## src/rtl/reset_sequencer.sv

```systemverilog
// Multi-domain reset sequencer: holds per-domain active-low resets after power-up
// or a software request, then releases them in a staggered order and records the cause.
module reset_sequencer #(
  parameter int unsigned Channels      = 2,
  parameter int unsigned Cycles        = 50_000_000,
  parameter int unsigned SoftCycles    = 1024,
  parameter int unsigned StaggerCycles = 16
) (
  input  logic                clk,
  input  logic                rst,
  input  logic                power,
  input  logic                sw_req,
  output logic [Channels-1:0] rst_n_out,
  output logic                ready,
  output logic [1:0]          cause
);

  localparam int unsigned MaxHs = (Cycles > SoftCycles) ? Cycles : SoftCycles;
  localparam int unsigned MaxAll = (MaxHs > StaggerCycles) ? MaxHs : StaggerCycles;
  localparam int unsigned CW = $clog2(MaxAll + 1);
  localparam int unsigned IW = (Channels > 1) ? $clog2(Channels) : 1;

  localparam logic [CW-1:0] HoldLoad    = CW'(Cycles - 1);
  localparam logic [CW-1:0] SoftLoad    = CW'(SoftCycles - 1);
  localparam logic [CW-1:0] StaggerLoad = CW'((StaggerCycles == 0) ? 0 : StaggerCycles - 1);
  localparam logic [IW-1:0] LastIdx     = IW'(Channels - 1);

  localparam logic [1:0] CausePor   = 2'd0;
  localparam logic [1:0] CausePower = 2'd1;
  localparam logic [1:0] CauseSoft  = 2'd2;

  typedef enum logic [1:0] {
    S_OFF,
    S_HOLD,
    S_RELEASE,
    S_RUN
  } state_e;

  state_e               state_q, state_d;
  logic [CW-1:0]        cnt_q, cnt_d;
  logic [IW-1:0]        idx_q, idx_d;
  logic                 sync1_q, sync1_d;
  logic                 sync2_q, sync2_d;
  logic [Channels-1:0]  rst_n_q, rst_n_d;
  logic                 ready_q, ready_d;
  logic [1:0]           cause_q, cause_d;

  logic power_s;
  assign power_s = sync2_q;

  // Next-state: power loss beats a software request; both re-assert every domain.
  always_comb begin
    state_d = state_q;
    cnt_d   = cnt_q;
    idx_d   = idx_q;
    sync1_d = power;
    sync2_d = sync1_q;
    rst_n_d = rst_n_q;
    ready_d = ready_q;
    cause_d = cause_q;

    if (state_q != S_OFF && !power_s) begin
      state_d = S_OFF;
      cnt_d   = '0;
      idx_d   = '0;
      rst_n_d = '0;
      ready_d = 1'b0;
      cause_d = CausePower;
    end else if ((state_q == S_RELEASE || state_q == S_RUN) && sw_req) begin
      state_d = S_HOLD;
      cnt_d   = SoftLoad;
      idx_d   = '0;
      rst_n_d = '0;
      ready_d = 1'b0;
      cause_d = CauseSoft;
    end else begin
      case (state_q)
        S_OFF: begin
          if (power_s) begin
            state_d = S_HOLD;
            cnt_d   = HoldLoad;
            idx_d   = '0;
          end
        end
        S_HOLD: begin
          if (cnt_q == '0) begin
            rst_n_d[0] = 1'b1;
            if (Channels == 1 || StaggerCycles == 0) begin
              rst_n_d = '1;
              ready_d = 1'b1;
              state_d = S_RUN;
            end else begin
              idx_d   = IW'(1);
              cnt_d   = StaggerLoad;
              state_d = S_RELEASE;
            end
          end else begin
            cnt_d = cnt_q - CW'(1);
          end
        end
        S_RELEASE: begin
          if (cnt_q == '0) begin
            rst_n_d[idx_q] = 1'b1;
            if (idx_q == LastIdx) begin
              ready_d = 1'b1;
              state_d = S_RUN;
            end else begin
              idx_d = idx_q + IW'(1);
              cnt_d = StaggerLoad;
            end
          end else begin
            cnt_d = cnt_q - CW'(1);
          end
        end
        default: ;
      endcase
    end
  end

  always_ff @(posedge clk or posedge rst) begin
    if (rst) begin
      state_q <= S_OFF;
      cnt_q   <= '0;
      idx_q   <= '0;
      sync1_q <= 1'b0;
      sync2_q <= 1'b0;
      rst_n_q <= '0;
      ready_q <= 1'b0;
      cause_q <= CausePor;
    end else begin
      state_q <= state_d;
      cnt_q   <= cnt_d;
      idx_q   <= idx_d;
      sync1_q <= sync1_d;
      sync2_q <= sync2_d;
      rst_n_q <= rst_n_d;
      ready_q <= ready_d;
      cause_q <= cause_d;
    end
  end

  assign rst_n_out = rst_n_q;
  assign ready     = ready_q;
  assign cause     = cause_q;

endmodule
```

## config.mk

```make
export PLATFORM = sky130hd
export DESIGN_NAME = reset_sequencer
export DESIGN_NICKNAME = d
export VERILOG_FILES = /design/src/rtl/reset_sequencer.sv
export SDC_FILE = /design/constraint.sdc
export NUM_CORES = 1
export LEC_CHECK = 0
export ABC_AREA = 1
export CAP_MARGIN = 20
export CORE_ASPECT_RATIO = 1.5
export CORE_UTILIZATION = 51
export CTS_CLUSTER_DIAMETER = 100
export CTS_CLUSTER_SIZE = 28
export DETAILED_ROUTE_END_ITERATION = 6
export GPL_ROUTABILITY_DRIVEN = 0
export PLACE_DENSITY = 0.78
export SYNTH_ARGS = -nofsm -noshare
export SYNTH_HDL_FRONTEND = slang
export SYNTH_SLANG_ARGS = --single-unit
```

## constraint.sdc

```tcl
create_clock -name clk -period 3.2 [get_ports clk]
set_input_delay 0.32 -clock clk [delete_from_list [all_inputs] [get_ports clk]]
set_output_delay 0.32 -clock clk [all_outputs]
set_load 0.01 [all_outputs]
```

==> flow_summary.toml <==
[worst_setup_path]
setup.worst_path.start_class = "register"
crit_path_top_delay_cell = "dfrtp_1"
rr_worst_depth = 10
crit_family = "simple AND/OR/NAND/NOR gates"
cp_cell_sequence = "inv_1, ha_1, o21ai_4, nand2_1, nor2_1, nand3_4, nand3_4, inv_2, nand2_1, o21ai_1"
cp-end-kind = "register"
worstSetupPathType = "register to register"
worstPathArrival_ns = 2.49
cpPeakStageDelay_ns = 0.45
r2r_end = "cnt_q[0]"
r2r-start = "state_q[0]"
cp_num_buf_inv = 2
regToRegSetupSlack_ns = 0.89
crit_fanout = 21
cp.required_ns = 3.38

[placement]
pre_cts_ws_ns = 0.8617
io_buffer_count = 8
dp_hpwl_microns = 4702
dpl_cell_area_sq_mm = 0.002761

[routing]
wl_per_cell_microns = 12.98
antenna_left = 0
via_per_inst = 5.139
drtIter0Drc = 90
drt-total-wl_microns = 6254
num_vias = 2477
remaining_drc_errors = 0
drt_first_pass_iters = 5

[logic_synthesis]
netlist_area_sq_mm = 0.002648
synth_top_family_by_area = "simple AND/OR/NAND/NOR gates"
synth_cells = 404
ys_warn_count = 0
synth.top_cell.area_share = 0.3403
ys_ff_latch = 36
synth-xor-area-share = 0.01323
synth_cell_type_count = 31
synth_simple_gate_area_share = 0.4731
synthAdderAreaFrac = 0.02836
yosys.area.top_type = "dfrtp_1"
synth_compound_area_frac = 0.05388
muxShareOfSynthArea = 0
synthTopCellsByArea = "dfrtp_1 34%, nand2_1 21%, nor2_1 8.9%, inv_1 6.1%, nand3_1 5.5%"
ys_seq_area_frac = 0.3403
synth_area_per_cell_sq_um = 6.553
synth_nets = 414

[sta]
slew_headroom = 0.6378
fin_crit_ns = 2.312
worstMarginPinSlew_ns = 0.5419
setup_viol = 0
final_hold_viol_count = 0
clock_skew_ns = 0.005364
setup_tns_ns = 0
rsz0062_at_grt = "no"
max_freq_mhz = 432.6
fin_crit_sh = 0.7224
drv_slew = 0
finalWorstSetupSlack_ns = 0.8882
hold_ws_ns = 0.3624

[floorplan]
dieArea_sq_mm = 0.005489
core_area_sq_mm = 0.004926
start_util = 0.5375
rows = 31
ioPinCount = 9
dieWidth_microns = 60.83
die_h_microns = 90.24

[clocking]
cts_buffers = 5
worstSkewPairLatency_ns = 0.29
root_buffer = "clkbuf_8"
clk_pin_slew_ns = 0.08
cts_tree = "yes"
clockBufferDepth = 2
clock-sinks = 36
hold_buffers = 0
htreeDepth = 2
cts.repair.resized = 0
postCtsSetupBuffers = 0

[min_path]
hp-start = "sync1_q"
worstHoldPathCells = 0
hp-class = "register to register"
min_to = "power_s"

[job]
drv_cap = 0

[power]
total_leakage_power_uw = 0.001531
finalPower_uw = 2844
ir_drop_v = 0.0006585
cellPowerDensity_mw_per_mm2 = 989.9

[status]
outcome = "complete, no violations"

[final_layout]
area_delta_synth_final_pct = 8.507
n_antenna_cell = 0
nNetsFinal = 425
post-route-cell-area_sq_mm = 0.002873
drive_gt1_frac = 0.09615
final_cell_mix = "147 x nand2_1, 63 x nor2_1, 43 x inv_1, 36 x dfrtp_1, 29 x nand3_1"
final_common_cell = "nand2_1"

[global_route]
grt_max_degree = 37
grt_pass1_vias = 2490
grt_antenna_before_repair = 0
grt-ovfl-total = 0
grt_use_total = 0.2729
grt_pass1_wl_microns = 11310
## logic make-up after synthesis
| group | after synthesis |
|---|---|
| flops | 36 |
| fa+ha+maj | 6 |
| xor+xnor | 4 |
| simple gates | 282 |
| compound gates | 24 |
| buf+inv | 52 |
## cell usage after synthesis, drive strengths merged
master  number
o21ai       14
or2          2
a21oi        6
xor2         4
clkinv       1
nand4       12
ha           6
and2         1
o21bai       3
dfrtp       36
buf          5
inv         45
nor3         4
nand2      158
nand3       31
clkbuf       1
nor2        73
nand3b       1
a41oi        1
## power by group
group	internal [uW]	switching (uW)	total [uW]
registers	640	210	850
clock network	231	177	408
logic	548	1040	1590
## registers in the layout, summed over array words and instances (netlist names)
register	count
cnt_q	26
cause	2
state_q	2
power_s	1
idx_q	1
sync1_q	1
ready	1
rst_n_out	2
## worst register-to-register path, cell delays in order, from the launching register on
cell and delay [ns]:
dfrtp_1 0.45, inv_1 0.11, ha_1 0.30, o21ai_4 0.31, nand2_1 0.09, nor2_1 0.18
nand3_4 0.13, nand3_4 0.27, inv_2 0.19, nand2_1 0.10, o21ai_1 0.07
## how the worst max path moves through the flow
stage                    start  cells past startpoint  slack (ns)   endpoint
detailed placement      sw_req                      7        0.86  cnt_q[19]
finish              state_q[0]                     10        0.89   cnt_q[0]
floorplan           state_q[0]                     11        1.38   cnt_q[4]
CTS                 state_q[0]                     10        0.89   cnt_q[0]
global route        state_q[0]                     10        0.71   cnt_q[0]
global placement        sw_req                      8        0.92  cnt_q[16]
## per-layer routing
layer,up-vias,GRT usage,share of wire
li1,1280,-,-
met1,1132,0.3162,0.38
met2,55,0.4670,0.56
met3,10,0.04317,0.038
met4,0,0.1326,0.017
met5,-,0,0
## stage by stage
step,std cells,util
after floorplan,404,-
after global placement,474,0.5606
after detailed placement,474,0.5606
after CTS,482,0.5832
after global routing,482,0.5832
final,482,0.5832
## final cells by class
type	instances	area (sq um)
clock inverters	3	42.54
fillers	477	2053
multi-input cells	316	1505
inverters	46	177.7
clock buffers	5	68.82
repair buffers	10	95.09
well taps	66	82.58
flip-flops and latches	36	900.9
No activity file was read; power rests on OpenSTA's default activity.
